`src/rtl/ps2_pkg.sv`:
```
// Shared definitions for the PS/2 scan-code decoder: prefix FSM states,
// protocol prefix bytes and modifier key make codes.
package ps2_pkg;

   typedef enum logic [1:0] {
      ST_IDLE,
      ST_EXT,
      ST_BRK,
      ST_EXT_BRK
   } prefix_state_t;

   localparam logic [7:0] CODE_EXT    = 8'hE0;
   localparam logic [7:0] CODE_BRK    = 8'hF0;
   localparam logic [7:0] CODE_BAT_OK = 8'hAA;
   localparam logic [7:0] CODE_ACK    = 8'hFA;

   localparam logic [7:0] CODE_LSHIFT = 8'h12;
   localparam logic [7:0] CODE_RSHIFT = 8'h59;
   localparam logic [7:0] CODE_CAPS   = 8'h58;

   typedef struct packed {
      logic       hit;
      logic [7:0] ch;
   } ascii_lookup_t;

endpackage

```
`src/rtl/ps2_char_fifo.sv`:
```
// Small synchronous character FIFO. Pointers carry one extra wrap bit so that
// full and empty are told apart without a separate counter. A push into a
// full FIFO is only taken when a pop happens in the same cycle; otherwise it
// is reported on the drop output.
module ps2_char_fifo #(
   parameter int WIDTH = 8,
   parameter int DEPTH = 4
) (
   input  logic             clk,
   input  logic             rst_n,
   input  logic             push,
   input  logic [WIDTH-1:0] push_data,
   input  logic             pop,
   output logic [WIDTH-1:0] out_data,
   output logic             not_empty,
   output logic             drop
);

   localparam int AW = (DEPTH > 1) ? $clog2(DEPTH) : 1;

   logic [WIDTH-1:0] mem [DEPTH];
   logic [AW:0]      wr_ptr;
   logic [AW:0]      rd_ptr;
   logic             full;
   logic             do_push;
   logic             do_pop;

   assign not_empty = (wr_ptr != rd_ptr);
   assign full      = (wr_ptr[AW] != rd_ptr[AW]) && (wr_ptr[AW-1:0] == rd_ptr[AW-1:0]);
   assign do_pop    = pop && not_empty;
   assign do_push   = push && (!full || do_pop);
   assign drop      = push && !do_push;
   assign out_data  = not_empty ? mem[rd_ptr[AW-1:0]] : '0;

   // Pointer update; both may advance together, leaving occupancy unchanged.
   always_ff @(posedge clk or negedge rst_n) begin
      if (!rst_n) begin
         wr_ptr <= '0;
         rd_ptr <= '0;
      end else begin
         if (do_push) wr_ptr <= wr_ptr + 1'b1;
         if (do_pop)  rd_ptr <= rd_ptr + 1'b1;
      end
   end

   // Storage array; contents are meaningless while empty so it needs no reset.
   always_ff @(posedge clk) begin
      if (do_push) mem[wr_ptr[AW-1:0]] <= push_data;
   end

endmodule

```
`src/rtl/ps2_code_decoder.sv`:
```
// PS/2 set-2 scan code to ASCII decoder with an output character FIFO.
// Optional feature: define PS2_SHIFT_EN to track shift and caps-lock and
// produce uppercase letters and shifted digit-row symbols.
module ps2_code_decoder
   import ps2_pkg::*;
#(
   parameter int FIFO_DEPTH = 4
) (
   input  logic       clk,
   input  logic       rst_n,
   input  logic [7:0] scan_code,
   input  logic       scan_valid,
   output logic [7:0] out_data,
   output logic       out_valid,
   input  logic       out_ready,
   output logic [7:0] drop_cnt
);

   logic          scan_valid_q;
   logic          strobe_q;
   logic [7:0]    code_q;
   prefix_state_t state_q;
   logic          push_q;
   logic [7:0]    push_data_q;
   logic          fifo_drop;
   logic          shift_on;
   logic          upper_on;
   logic [4:0]    letter_num;
   logic [3:0]    digit_num;
   logic [7:0]    digit_sym;
   ascii_lookup_t lookup;

`ifdef PS2_SHIFT_EN
   logic lshift_q;
   logic rshift_q;
   logic caps_q;

   assign shift_on = lshift_q || rshift_q;
   assign upper_on = shift_on ^ caps_q;
`else
   assign shift_on = 1'b0;
   assign upper_on = 1'b0;
`endif

   // Catch the 0->1 edge of the receiver's ready level and latch its byte.
   always_ff @(posedge clk or negedge rst_n) begin
      if (!rst_n) begin
         scan_valid_q <= 1'b0;
         strobe_q     <= 1'b0;
         code_q       <= 8'h00;
      end else begin
         scan_valid_q <= scan_valid;
         strobe_q     <= scan_valid && !scan_valid_q;
         code_q       <= scan_code;
      end
   end

   // Scan-code table: letters and digits are indexed from 1 so zero means miss.
   always_comb begin
      letter_num = 5'd0;
      digit_num  = 4'd0;
      lookup     = '0;
      case (code_q)
         8'h1C: letter_num = 5'd1;
         8'h32: letter_num = 5'd2;
         8'h21: letter_num = 5'd3;
         8'h23: letter_num = 5'd4;
         8'h24: letter_num = 5'd5;
         8'h2B: letter_num = 5'd6;
         8'h34: letter_num = 5'd7;
         8'h33: letter_num = 5'd8;
         8'h43: letter_num = 5'd9;
         8'h3B: letter_num = 5'd10;
         8'h42: letter_num = 5'd11;
         8'h4B: letter_num = 5'd12;
         8'h3A: letter_num = 5'd13;
         8'h31: letter_num = 5'd14;
         8'h44: letter_num = 5'd15;
         8'h4D: letter_num = 5'd16;
         8'h15: letter_num = 5'd17;
         8'h2D: letter_num = 5'd18;
         8'h1B: letter_num = 5'd19;
         8'h2C: letter_num = 5'd20;
         8'h3C: letter_num = 5'd21;
         8'h2A: letter_num = 5'd22;
         8'h1D: letter_num = 5'd23;
         8'h22: letter_num = 5'd24;
         8'h35: letter_num = 5'd25;
         8'h1A: letter_num = 5'd26;
         8'h45: digit_num  = 4'd1;
         8'h16: digit_num  = 4'd2;
         8'h1E: digit_num  = 4'd3;
         8'h26: digit_num  = 4'd4;
         8'h25: digit_num  = 4'd5;
         8'h2E: digit_num  = 4'd6;
         8'h36: digit_num  = 4'd7;
         8'h3D: digit_num  = 4'd8;
         8'h3E: digit_num  = 4'd9;
         8'h46: digit_num  = 4'd10;
         8'h29: lookup     = {1'b1, 8'h20};
         8'h5A: lookup     = {1'b1, 8'h0D};
         8'h66: lookup     = {1'b1, 8'h08};
         8'h0D: lookup     = {1'b1, 8'h09};
         default: ;
      endcase
      case (digit_num)
         4'd1:    digit_sym = 8'h29;
         4'd2:    digit_sym = 8'h21;
         4'd3:    digit_sym = 8'h40;
         4'd4:    digit_sym = 8'h23;
         4'd5:    digit_sym = 8'h24;
         4'd6:    digit_sym = 8'h25;
         4'd7:    digit_sym = 8'h5E;
         4'd8:    digit_sym = 8'h26;
         4'd9:    digit_sym = 8'h2A;
         4'd10:   digit_sym = 8'h28;
         default: digit_sym = 8'h00;
      endcase
      if (letter_num != 5'd0) begin
         lookup.hit = 1'b1;
         lookup.ch  = (upper_on ? 8'h40 : 8'h60) + {3'b000, letter_num};
      end else if (digit_num != 4'd0) begin
         lookup.hit = 1'b1;
         lookup.ch  = shift_on ? digit_sym : (8'h2F + {4'b0000, digit_num});
      end
   end

   // Prefix FSM: only final codes seen from IDLE are make codes that may print.
   always_ff @(posedge clk or negedge rst_n) begin
      if (!rst_n) begin
         state_q     <= ST_IDLE;
         push_q      <= 1'b0;
         push_data_q <= 8'h00;
`ifdef PS2_SHIFT_EN
         lshift_q    <= 1'b0;
         rshift_q    <= 1'b0;
         caps_q      <= 1'b0;
`endif
      end else begin
         push_q <= 1'b0;
         if (strobe_q) begin
            case (state_q)
               ST_IDLE: begin
                  if (code_q == CODE_EXT) begin
                     state_q <= ST_EXT;
                  end else if (code_q == CODE_BRK) begin
                     state_q <= ST_BRK;
                  end else begin
                     state_q <= ST_IDLE;
                     if (code_q != CODE_BAT_OK && code_q != CODE_ACK && lookup.hit) begin
                        push_q      <= 1'b1;
                        push_data_q <= lookup.ch;
                     end
`ifdef PS2_SHIFT_EN
                     if (code_q == CODE_LSHIFT) lshift_q <= 1'b1;
                     if (code_q == CODE_RSHIFT) rshift_q <= 1'b1;
                     if (code_q == CODE_CAPS)   caps_q   <= !caps_q;
`endif
                  end
               end
               ST_EXT: begin
                  state_q <= (code_q == CODE_BRK) ? ST_EXT_BRK : ST_IDLE;
               end
               ST_BRK: begin
                  state_q <= ST_IDLE;
`ifdef PS2_SHIFT_EN
                  if (code_q == CODE_LSHIFT) lshift_q <= 1'b0;
                  if (code_q == CODE_RSHIFT) rshift_q <= 1'b0;
`endif
               end
               default: begin
                  state_q <= ST_IDLE;
               end
            endcase
         end
      end
   end

   // Count characters lost to overflow, sticking at the top value.
   always_ff @(posedge clk or negedge rst_n) begin
      if (!rst_n) begin
         drop_cnt <= 8'h00;
      end else if (fifo_drop && drop_cnt != 8'hFF) begin
         drop_cnt <= drop_cnt + 8'h01;
      end
   end

   ps2_char_fifo #(
      .WIDTH (8),
      .DEPTH (FIFO_DEPTH)
   ) u_fifo (
      .clk       (clk),
      .rst_n     (rst_n),
      .push      (push_q),
      .push_data (push_data_q),
      .pop       (out_ready),
      .out_data  (out_data),
      .not_empty (out_valid),
      .drop      (fifo_drop)
   );

endmodule

```
`config.mk`:
```
export PLATFORM = sky130hd
export DESIGN_NAME = ps2_code_decoder
export DESIGN_NICKNAME = d
export VERILOG_FILES = /design/src/rtl/ps2_pkg.sv /design/src/rtl/ps2_char_fifo.sv /design/src/rtl/ps2_code_decoder.sv
export SDC_FILE = /design/constraint.sdc
export NUM_CORES = 1
export LEC_CHECK = 0
export BUFFER_PORTS_ARGS = -buffer_cell sky130_fd_sc_hd__buf_2
export CAP_MARGIN = 15
export CORE_MARGIN = 2
export CORE_UTILIZATION = 44
export DETAILED_ROUTE_END_ITERATION = 12
export PLACE_DENSITY = 0.61
export REMOVE_ABC_BUFFERS = 1
export SYNTH_ARGS = -nofsm -noshare
export SYNTH_HDL_FRONTEND = slang
export SYNTH_HIERARCHICAL = 1
export SYNTH_SLANG_ARGS = --single-unit
```
`constraint.sdc`:
```
create_clock -name clk -period 6.1 [get_ports clk]
set_input_delay 0.915 -clock clk [delete_from_list [all_inputs] [get_ports clk]]
set_output_delay 0.915 -clock clk [all_outputs]
set_load 0.01 [all_outputs]
```
# Word-level counts from Yosys, hierarchy flattened
# Memories as Yosys holds them, arrays and structs flattened.
# Cells that the tools add are included.
[totals] ff_bits=35 latch_bits=0 ramBits=32 romBits=0 input_bits=12 out_inout_bits=17 wordCells=99 mem_count=1
[classes] n_addsub=5 multipliers=0 div_mod_pow=0 magnitude_cmp=0 eq_ne=49 shifts=0 muxes=17 bitwise=2 reduce_logical=16
[memory_table] name="u_fifo.mem" words=4 width=8 rd=1 rd_clocked_by_memory_dff=0 write_ports=1 line_no="ps2_char_fifo.sv:21" rtl="logic [WIDTH-1:0] mem [DEPTH];"
[op_table] op="$eq A8 B6 Y1 const B" count=23
[op_table] op="$pmux W5 S26" count=1
[op_table] op="$eq A8 B7 Y1 const B" count=9
[op_table] op="$eq A8 B5 Y1 const B" count=7
[op_table] op="$pmux W4 S10" count=1
[op_table] op="$pmux W9 S4" count=1
[op_table] op="$ne A8 B8 Y1 const B" count=3
[op_table] op="$mux W9" count=2
[op_table] op="$eq A8 B8 Y1 const B" count=2
[op_table] op="$add A7 B5 Y8 const A" count=1
[op_table] op="$add A8 B1 Y8 const B" count=1
[op_table] op="$eq A8 B4 Y1 const B" count=1
[op_table] op="$logic_and A1 B1 Y1" count=8
[op_table] op="$mux W8" count=1
[op_table] op="$add A6 B4 Y7 const A" count=1
[op_table] op="$mux W1" count=7
[op_table] op="$add A3 B1 Y3 const B" count=2
[op_table] op="$mux W2" count=3
[op_table] op="$reduce_and A5 Y1" count=1
[op_table] op="$reduce_bool A5 Y1" count=1
[op_table] op="$pmux W2 S2" count=1
[op_table] op="$reduce_bool A4 Y1" count=1
[op_table] op="$logic_not A1 Y1" count=3
[op_table] op="$ne A3 B3 Y1" count=1
[op_table] op="6 further kinds" count=7

# Depth between registers and ports, before layout
# Gate-level depths: netlist (run 1).
[logic_depth] ltp_word=11 ltp_mapped=9 depth_no_buf=7

# By module
# Netlist (run 1), hierarchy kept.
[by_module_without_submodules] module="ps2_code_decoder" instances=1 cells_per_inst=237 area_each_um2=2089.5 seq_area_each_um2=700.7
[by_module_without_submodules] module="ps2_char_fifo" instances=1 cells_per_inst=89 area_each_um2=1669.1 seq_area_each_um2=1111.1

# Worst setup path before layout (run 1)
# OpenSTA, ideal clock, no wires.
[synth_timing] path_type="flip-flop to output port" from="register u_fifo.rd_ptr[0]" to="output port out_data[2]" t_arrival_ns=1.528 required_ns=5.185 path_slack_ns=3.657 path_stages_with_launch=5 path_buffers=1 cell_sequence="dfrtp_1 > buf_6 > xor2_4 > nor3_1 > and2b_1"
[synth_via] elab_chain_cells=2 elab_cells_between_ends=3 classes_between="eq/ne (1); mux (1); memory (1)"
[synth_rtl] item="start, declared" line_no="ps2_char_fifo.sv:23" rtl="logic [AW:0] rd_ptr;"
[synth_rtl] item="start signal, assigned" line_no="ps2_char_fifo.sv:42" rtl="if (do_pop) rd_ptr <= rd_ptr + 1'b1;"
[synth_rtl] item="$mem_v2 Z4 W8 / $ne A3 B3 Y1 (equally long branches)"
[synth_rtl] item="$mux W8 *" line_no="ps2_char_fifo.sv:33" rtl="assign out_data = not_empty ? mem[rd_ptr[AW-1:0]] : '0;"
[synth_rtl] item="end, declared" line_no="ps2_code_decoder.sv:13" rtl="output logic [7:0] out_data,"
# Every way passes the cells marked *; elsewhere a longest branch is shown, timed or not.

# Worst setup path after layout (run 1)
# Same ends and word-level chain as after synthesis.

==> results of run 1 <==
==> placed cells by master, fill, tap and decap left out, types with 3 or more instances in the layout <==
cell type and n:
mux2_2 3, nand3b_1 3, a22o_1 3, mux4_1 5
nor2_1 21, ha_1 6, edfxtp_1 32, a21oi_1 11
o21ai_0 8, xnor2_1 10, o31ai_1 3, nand2b_1 3
nand3_1 14, nor3_1 6, nor3b_1 3, clkbuf_8 9
o21ai_1 3, buf_2 28, and3_2 4, conb_1 4
xor2_1 5, mux4_2 3, nor2b_1 15, mux2_4 4
nor4b_2 3, inv_1 13, dfrtp_1 34, nand4_1 9
nand2_1 23
==> kinds of logic (layout without fill, tap and decap cells) <==
group                      count (synthesis)  in the layout  share of synthesized area
DFF                                       66             66                      0.482
xor gates and xnor gates                  16             16                     0.0423
and+or+nand+nor                          128            128                      0.203
AOI/OAI and AO/OA                         59             59                      0.117
buffers and inverters                     32             57                     0.0489
other                                      1              4                   0.000998
adders and majority gates                  6              6                     0.0200
muxes                                     18             18                     0.0862
==> cells in the mapped netlist, drive strengths merged (4+ instances only) <==
master	n
ha	6
nor3b	4
nor4b	4
nand3	15
xor2	6
nand4	9
o21ai	13
edfxtp	32
inv	13
a21oi	11
nor3	7
and3	6
dfrtp	34
buf	18
nor2	21
mux2	8
xnor2	10
nand2	23
mux4	8
nor2b	15
==> power by group through the flow <==
stage | Combinational, mW | Clock, mW | Sequential (mW)
after floorplan | 0.244 | 0 | 0.594
after global placement | 0.329 | 0 | 0.618
after detailed placement | 0.334 | 0 | 0.619
after CTS | 0.336 | 0.367 | 0.610
after global routing | 0.377 | 0.389 | 0.618
final | 0.330 | 0.351 | 0.608
==> final timing paths <==
kind                                  end  slack [ns]  cells past startpoint
setup reg to reg           push_data_q[1]        3.15                      7
hold / removal                   strobe_q        0.40                      1
max in group asynchronous  push_data_q[2]        4.99                      1
setup / recovery              out_data[2]        2.79                      4
min in group asynchronous    scan_valid_q        0.64                      1
hold reg to reg                  strobe_q        0.40                      1
==> registers in the layout, indices dropped and copies added, names as in the netlist <==
signal / flops
u_fifo/mem: 32
code_q: 8
drop_cnt: 8
push_data_q: 7
u_fifo/rd_ptr: 3
u_fifo/wr_ptr: 3
state_q: 2
push_q: 1
scan_valid_q: 1
strobe_q: 1
==> routing by layer <==
layer | vias to the layer above | routed length (um)
li1 | 1268 | -
met1 | 1236 | 3170
met2 | 83 | 3550
met3 | 10 | 346
met4 | 0 | 104
met5 | - | 0
==> area by class of cell <==
type,count,area [um2],share of cell area
clock buffer,9,124,0.0302
multi-input combinational,231,1770,0.433
inverter,13,48.8,0.0119
timing repair buffer,28,140,0.0342
tap,105,131,0.0321
sequential,66,1810,0.442
clock inverter,7,68.8,0.0168
==> through the flow <==
stage	std cells	power, mW
3_3_place_gp	443	0.947
5_1_grt	459	1.38
3_5_place_dp	443	0.953
4_1_cts	459	1.31
2_1_floorplan	310	0.838
6_report	459	1.29
==> flow_metrics.py, run 1 <==
metrics = {
    "detailed_routing": {
        "finalWirelength_um": 7170,
        "drtIter0Drc": 135,
        "vias_per_cell": 5.66,
        "vias": 2597,
        "ant_nets": 0,
        "drcViolationCount": 0,
        "firstDrtPassIters": 4,
        "post_drt_wl_per_cell_um": 15.6,
    },
    "die": {
        "num_rows": 33,
        "ioPinCount": 29,
        "start_util": 0.455,
        "core_area_um2": 8260,
        "die_w_um": 96.4,
        "die_h_um": 96.4,
        "die_area_um2": 9300,
    },
    "pwr": {
        "peakVddDrop_mv": 0.237,
        "power_leakage_nw": 1.64,
        "swShare": 0.318,
        "combPwrFrac": 0.256,
        "pwr_density_cell_nw_per_um2": 314,
        "clock_power_share": 0.272,
        "switchingPower_mw": 0.410,
        "p_int_mw": 0.879,
        "seq_power_share": 0.472,
    },
    "place": {
        "port_buffers": 28,
        "placed_cell_area_um2": 3910,
        "pre_cts_slack_ns": 3.06,
        "dp_hpwl_um": 4930,
        "gp_congestion": 0.899,
    },
    "worst_hold_path": {
        "hold_path.class": "register to register",
        "hold_start": "scan_valid_q",
    },
    "setup_path": {
        "endpoint_kind": "output port",
        "crit_arrival_ns": 2.40,
        "rr_startpoint": "code_q[0]",
        "required_ns": 5.18,
        "critPathMaxStageDelay_ns": 0.77,
        "path_class": "register to output port",
        "crit_family": "simple AND/OR/NAND/NOR gates",
        "slowest_stage": "dfrtp_1",
        "startpoint": "u_fifo/rd_ptr[0]",
        "start_kind": "register",
        "critPathMaxFanout": 11,
        "critPathBufInv": 1,
        "path_cells": "xor2_4 -> nor3_1 -> and2b_1 -> buf_2",
    },
    "clocking": {
        "numCtsBuffers": 9,
        "clkSlewWorstSetupHoldPaths_ns": 0.07,
        "cts_resized": 0,
        "h-tree-depth": 3,
        "cts_tree": "done",
        "clockRootBuffer": "clkbuf_8",
        "clk_path_buf_depth": 2,
        "cts.hold.buffers_added": 0,
        "cts_setup_buffers": 0,
        "cts_sinks": 66,
        "worstSkewPairLatency_ns": 0.33,
    },
    "sta": {
        "period_minus_slack_ns": 3.31,
        "finalMaxSlewViolations": 0,
        "clock_skew_ns": 0.00704,
        "fin_crit_sh": 0.543,
        "whs_ns": 0.397,
        "max_freq_mhz": 302,
        "rsz0062_at_grt": "no",
        "slew-limit-headroom": 0.422,
        "tightest_slew_ns": 0.867,
        "tns_ns": 0,
        "timing_hold_violations_final": 0,
        "finalSetupViolations": 0,
        "layout_setup_ws_ns": 2.79,
    },
    "synth": {
        "yosysSeqAreaShare": 0.482,
        "syn-cell-area_um2": 3760,
        "yosysTopAreaCell": "edfxtp_1",
        "synth.distinct_cells": 80,
        "synthTopCellsByArea": "edfxtp_1 (26%), dfrtp_1 (23%), mux4_1 (3.5%)",
        "synthCells": 326,
        "yosys_warnings": 6,
        "ys_seq_elements": 66,
        "synth_top_area_share": 0.256,
        "syn_avg_cell_area_um2": 11.5,
        "ys_async_sr_fraction": 0.515,
        "synth_edf_count": 32,
        "synth-main-ff-cell": "dfrtp_1",
    },
    "global_routing": {
        "overflow": 0,
        "busiest_layer": "met2",
        "use_met1": 0.225,
        "grt_pass1_wl_um": 11900,
        "grt_pass1_vias": 2430,
        "grtUsageMet2": 0.270,
        "antenna_found_initial": 0,
        "grt_usage": 0.166,
        "grt_max_degree": 35,
        "grt_use_met3": 0.0349,
    },
    "layout": {
        "num_antenna_cells": 0,
        "nets": 367,
        "syn_to_final_growth_pct": 9.05,
        "utilization": 0.496,
        "drive_above_1_share": 0.203,
        "finalInstanceArea_um2": 4100,
        "nFillCells": 747,
    },
    "job": {
        "drv_cap": 0,
    },
    "run_status": {
        "outcome": "finished, final reports clean",
    },
}
No activity file was read; power rests on OpenSTA's default activity.
==> inputs of run 2 (changes only) <==
==> constraint.sdc (replaced) <==
create_clock -name clk -period 3.2 [get_ports clk]
set_input_delay 0.48 -clock clk [delete_from_list [all_inputs] [get_ports clk]]
set_output_delay 0.48 -clock clk [all_outputs]
set_load 0.01 [all_outputs]
==> flow_metrics.py, run 2 (synthesis results as in run 1) <==
metrics = {
    "clocking": {
        "h-tree-depth": 3,
        "cts.hold.buffers_added": 0,
        "cts_resized": 0,
        "cts_setup_buffers": 0,
        "cts_tree": "done",
        "numCtsBuffers": 9,
        "cts_sinks": 66,
        "clockRootBuffer": "clkbuf_8",
        "clkSlewWorstSetupHoldPaths_ns": 0.07,
        "worstSkewPairLatency_ns": 0.33,
        "clk_path_buf_depth": 2,
    },
    "layout": {
        "layout_common_cells": "dfrtp_1 (34), edfxtp_1 (32), buf_2 (28)",
        "layout.cells.non_filler": 467,
        "multiInputGateArea_um2": 1770,
        "nets": 375,
        "drive_above_1_share": 0.218,
        "num_antenna_cells": 0,
        "regArea_um2": 1810,
        "syn_to_final_growth_pct": 11.9,
        "nFillCells": 738,
        "largest_register_ffs": 32,
        "final_common_cell": "dfrtp_1",
    },
    "job": {
        "drv_cap": 0,
    },
    "sta": {
        "finalMaxSlewViolations": 0,
        "rsz0062_at_grt": "no",
        "max_freq_mhz": 376,
        "slew-limit-headroom": 0.481,
        "tightest_slew_ns": 0.779,
        "period_minus_slack_ns": 2.66,
        "finalSetupViolations": 0,
        "fin_crit_sh": 0.832,
        "clock_skew_ns": 0.00909,
        "timing_hold_violations_final": 0,
        "tns_ns": 0,
    },
    "global_routing": {
        "grt_pass1_vias": 2544,
        "grt_max_degree": 35,
        "grt_pass1_wl_um": 12700,
        "grt_usage": 0.181,
        "overflow": 0,
        "antenna_found_initial": 0,
    },
    "detailed_routing": {
        "drcViolationCount": 0,
        "vias_per_cell": 5.73,
        "vias": 2678,
        "drtIter0Drc": 136,
        "finalWirelength_um": 7620,
        "firstDrtPassIters": 4,
        "ant_nets": 0,
        "post_drt_wl_per_cell_um": 16.3,
    },
    "die": {
        "die_area_um2": 9300,
        "num_rows": 33,
        "core_area_um2": 8260,
        "die_w_um": 96.4,
        "die_h_um": 96.4,
        "ioPinCount": 29,
        "start_util": 0.455,
    },
    "setup_path": {
        "endpoint_kind": "register",
        "r2r_end": "push_data_q[4]",
        "slowest_stage": "nor2b_1",
        "r2r_cells": 7,
        "critPathMaxFanout": 19,
        "path_cells": "nor2b_1 -> nand3_1 -> a2111o_1 -> o31a_1 -> nand3_2 -> o21ai_4 -> mux2_4",
        "regToRegSetupSlack_ns": 0.54,
        "crit_family": "simple AND/OR/NAND/NOR gates",
        "rr_startpoint": "code_q[1]",
        "critPathBufInv": 0,
        "start_kind": "register",
        "path_class": "register to register",
        "critPathMaxStageDelay_ns": 0.64,
        "crit_arrival_ns": 2.88,
        "required_ns": 3.42,
    },
    "pwr": {
        "pwr_density_cell_nw_per_um2": 630,
        "peakVddDrop_mv": 0.231,
        "power_leakage_nw": 1.70,
    },
    "place": {
        "dp_hpwl_um": 5310,
        "gp_congestion": 0.956,
        "port_buffers": 28,
        "dp.cells": 451,
    },
    "run_status": {
        "outcome": "finished, final reports clean",
    },
    "worst_hold_path": {
        "hold_path.class": "input port to asynchronous set/reset pin",
    },
}
## run 2: worst max path at each step
stage                   start             end  slack, ns  cells after the start
floorplan           code_q[4]  push_data_q[2]       0.79                      7
global placement    code_q[1]  push_data_q[2]       0.60                      7
detailed placement  code_q[1]  push_data_q[2]       0.60                      7
CTS                 code_q[1]  push_data_q[4]       0.57                      7
global route        code_q[1]  push_data_q[2]       0.35                      7
finish              code_q[1]  push_data_q[4]       0.54                      7
## run 2: stage by stage
| stage | total power [mW] | utilization | worst slack [ns] | hold slack (ns) | cell area [um2] |
|---|---|---|---|---|---|
| final | 2.65 | 0.509 | 0.537 | 0.222 | 4210 |
| after global routing | 2.83 | 0.509 | 0.351 | 0.225 | 4210 |
| after CTS | 2.68 | 0.509 | 0.570 | 0.228 | 4210 |
| after detailed placement | 1.85 | 0.480 | 0.596 | 0.396 | 3970 |
| after global placement | 1.84 | 0.480 | 0.601 | 0.382 | 3970 |
| after floorplan | 1.60 | - | 0.790 | 0.184 | 3630 |
## run 2: layer usage
metal / share of wire / global-route usage / vias to the layer above
met5: 0 / 0 / -
met4: 0.019 / 0.0657 / 0
met3: 0.059 / 0.0396 / 13
met2: 0.47 / 0.284 / 107
met1: 0.45 / 0.249 / 1276
li1: - / - / 1282
## run 2: final cells by class
cell class                 instances  share of cell area
clock inverter                     3              0.0164
inverter                          13              0.0116
multi-input combinational        231               0.422
timing repair buffer              36              0.0476
sequential                        66               0.431
tap                              105              0.0312
clock buffer                      13              0.0405
## run 2: report_power, final
group          switching, mW  internal (mW)  leakage [nW]  total, mW
combinational          0.341          0.360         0.866      0.701
clock                  0.317          0.510         0.119      0.827
sequential             0.136          0.984         0.717       1.12
total                  0.795           1.85          1.70       2.65
## run 2: worst register-to-register path: cells and delay by family (launching register included)
kind / cells / cell delay, ns
AND/OR/NAND/NOR: 3 / 0.90
AO/OA/AOI/OAI: 3 / 0.74
multiplexers: 1 / 0.31
flip-flops: 1 / 0.59
==> inputs of run 3 (changes only) <==
--- a/config.mk
+++ b/config.mk
@@ -5,12 +5,13 @@
 export SDC_FILE = /design/constraint.sdc
 export NUM_CORES = 1
 export LEC_CHECK = 0
+export ABC_AREA = 1
 export BUFFER_PORTS_ARGS = -buffer_cell sky130_fd_sc_hd__buf_2
 export CAP_MARGIN = 15
 export CORE_MARGIN = 2
 export CORE_UTILIZATION = 44
 export DETAILED_ROUTE_END_ITERATION = 12
-export PLACE_DENSITY = 0.61
+export PLACE_DENSITY = 0.64
 export REMOVE_ABC_BUFFERS = 1
 export SYNTH_ARGS = -nofsm -noshare
 export SYNTH_HDL_FRONTEND = slang
==> constraint.sdc (replaced) <==
create_clock -name clk -period 2.35 [get_ports clk]
set_input_delay 0.3525 -clock clk [delete_from_list [all_inputs] [get_ports clk]]
set_output_delay 0.3525 -clock clk [all_outputs]
set_load 0.01 [all_outputs]
==> flow_metrics.py, run 3 <==
metrics = {
    "run_status": {
        "outcome": "finished, final reports clean",
    },
    "synth": {
        "yosysTopAreaCell": "edfxtp_1",
        "yosys_warnings": 6,
        "ys_async_sr_fraction": 0.515,
        "yosysSeqAreaShare": 0.511,
        "synthTopCellsByArea": "edfxtp_1 (27%), dfrtp_1 (24%), nand2_1 (14%)",
        "synth_top_area_share": 0.271,
        "synth-main-ff-cell": "dfrtp_1",
        "ys_seq_elements": 66,
        "synth_most_common_cell": "nand2_1",
        "syn-cell-area_um2": 3550,
        "synth_edf_count": 32,
        "synthCells": 423,
        "synthTopCellsByCount": "nand2_1 (128), nor2_1 (55), dfrtp_1 (34), edfxtp_1 (32), inv_1 (29)",
        "syn_avg_cell_area_um2": 8.38,
        "synth.distinct_cells": 32,
    },
    "global_routing": {
        "busiest_layer": "met2",
        "grt_pass1_wl_um": 11800,
        "grt_pass1_vias": 2592,
        "grt_use_met3": 0.0482,
        "grt_max_degree": 35,
        "grtUsageMet2": 0.294,
        "grt_usage": 0.174,
        "overflow": 0,
        "antenna_found_initial": 0,
        "use_met1": 0.211,
    },
    "setup_path": {
        "start_kind": "register",
        "critPathMaxFanout": 13,
        "path_class": "register to output port",
        "path_cells": "inv_1 -> nand2_1 -> nand2_2 -> nor2_4 -> nand2_2 -> nand2_1 -> inv_1 -> buf_2",
        "critPathBufInv": 3,
        "endpoint_kind": "output port",
        "slowest_stage": "dfrtp_1",
        "crit_arrival_ns": 1.64,
        "critPathMaxStageDelay_ns": 0.43,
        "required_ns": 2.00,
        "crit_family": "simple AND/OR/NAND/NOR gates",
    },
    "clocking": {
        "numCtsBuffers": 9,
        "worstSkewPairLatency_ns": 0.34,
        "clk_path_buf_depth": 2,
        "cts_sinks": 66,
        "h-tree-depth": 3,
        "clockRootBuffer": "clkbuf_8",
        "clkSlewWorstSetupHoldPaths_ns": 0.07,
        "cts.hold.buffers_added": 0,
        "cts_resized": 0,
        "cts_tree": "done",
        "cts_setup_buffers": 0,
    },
    "sta": {
        "clock_skew_ns": 0.00838,
        "finalSetupViolations": 0,
        "fin_crit_sh": 0.849,
        "tns_ns": 0,
        "slew-limit-headroom": 0.513,
        "period_minus_slack_ns": 2.00,
        "max_freq_mhz": 501,
        "timing_hold_violations_final": 0,
        "finalMaxSlewViolations": 0,
        "rsz0062_at_grt": "no",
        "tightest_slew_ns": 0.725,
    },
    "place": {
        "placed_cell_area_um2": 3830,
        "gp_congestion": 0.871,
        "port_buffers": 28,
        "dp_hpwl_um": 5160,
        "dp.cells": 557,
    },
    "layout": {
        "layout_common_cells": "nand2_1 (128), nor2_1 (55), dfrtp_1 (34)",
        "finalInstanceArea_um2": 4000,
        "final_common_cell": "nand2_1",
        "multiInputGateArea_um2": 1540,
        "layout.cells.non_filler": 573,
        "syn_to_final_growth_pct": 12.7,
        "regArea_um2": 1810,
        "drive_above_1_share": 0.206,
        "nFillCells": 772,
        "nets": 484,
        "largest_register_ffs": 32,
        "num_antenna_cells": 0,
    },
    "detailed_routing": {
        "drtIter0Drc": 144,
        "ant_nets": 0,
        "vias_per_cell": 4.90,
        "vias": 2810,
        "post_drt_wl_per_cell_um": 12.3,
        "firstDrtPassIters": 4,
        "finalWirelength_um": 7030,
        "drcViolationCount": 0,
    },
    "die": {
        "die_area_um2": 8790,
        "die_h_um": 93.8,
        "die_w_um": 93.8,
        "start_util": 0.457,
        "num_rows": 32,
        "core_area_um2": 7770,
        "ioPinCount": 29,
    },
    "worst_hold_path": {
        "hold_path.class": "input port to asynchronous set/reset pin",
    },
    "pwr": {
        "pwr_density_cell_nw_per_um2": 833,
        "peakVddDrop_mv": 0.462,
        "power_leakage_nw": 2.07,
    },
    "job": {
        "drv_cap": 0,
    },
}
## run 3: area by class of cell
cell class              instances  area share
clock inverters                 7      0.0110
repair buffers                 36      0.0501
multi-input cells             313       0.384
flip-flops and latches         66       0.453
clock buffers                   9      0.0310
well taps                     102      0.0319
inverters                      40      0.0382
## run 3: logic make-up after synthesis
logic type	Yosys count	synth area share
AND/OR/NAND/NOR	258	0.329
flip-flops	66	0.511
adder cells (fa/ha/maj)	6	0.0212
AO/OA/AOI/OAI	35	0.0540
multiplexers	1	0.00318
XOR/XNOR	9	0.0222
buffers and inverters	47	0.0589
other	1	0.00106
## run 3: final timing paths
| path | start | to | slack, ns | cells past startpoint |
|---|---|---|---|---|
| max | u_fifo/wr_ptr[0] | out_data[4] | 0.35 | 8 |
| min | rst_n | u_fifo/rd_ptr[2] | 0.05 | 1 |
| max reg2reg | u_fifo/wr_ptr[0] | drop_cnt[7] | 0.37 | 10 |
| min reg2reg | scan_valid_q | strobe_q | 0.41 | 1 |
| max in group asynchronous | rst_n | code_q[3] | 1.82 | 1 |
| min in group clk | scan_code[7] | code_q[7] | 0.11 | 1 |
## run 3: metal layers
layer,part of all wire,vias to the layer above
li1,-,1453
met1,0.46,1292
met2,0.49,50
met3,0.035,15
met4,0.020,0
met5,0,-
## run 3: power by group
part / switching [mW] / internal (mW) / leakage [nW]
Clock: 0.429 / 0.376 / 0.0767
Combinational: 0.676 / 0.399 / 1.26
Sequential: 0.115 / 1.33 / 0.728
## run 3: stage by stage
| stage | hold slack [ns] | setup WS (ns) | util | total power [mW] |
|---|---|---|---|---|
| 2_1_floorplan | 0.0569 | 0.398 | - | 2.16 |
| 5_1_grt | 0.0961 | 0.173 | 0.514 | 3.58 |
| 3_3_place_gp | 0.385 | 0.511 | 0.493 | 2.54 |
| 4_1_cts | 0.0870 | 0.331 | 0.514 | 3.37 |
| 3_5_place_dp | 0.385 | 0.368 | 0.493 | 2.56 |
| 6_report | 0.0540 | 0.355 | 0.514 | 3.33 |
## run 3: worst reg2reg max path, stage by stage, from the launching register on
cell and delay, ns:
dfrtp_1 0.43, inv_1 0.12, nand2_1 0.09, nand2_2 0.07
nor2_4 0.12, nand2_2 0.09, nor2_1 0.13, o31ai_1 0.18
nor3_1 0.34, nand3b_1 0.15, xnor2_1 0.14
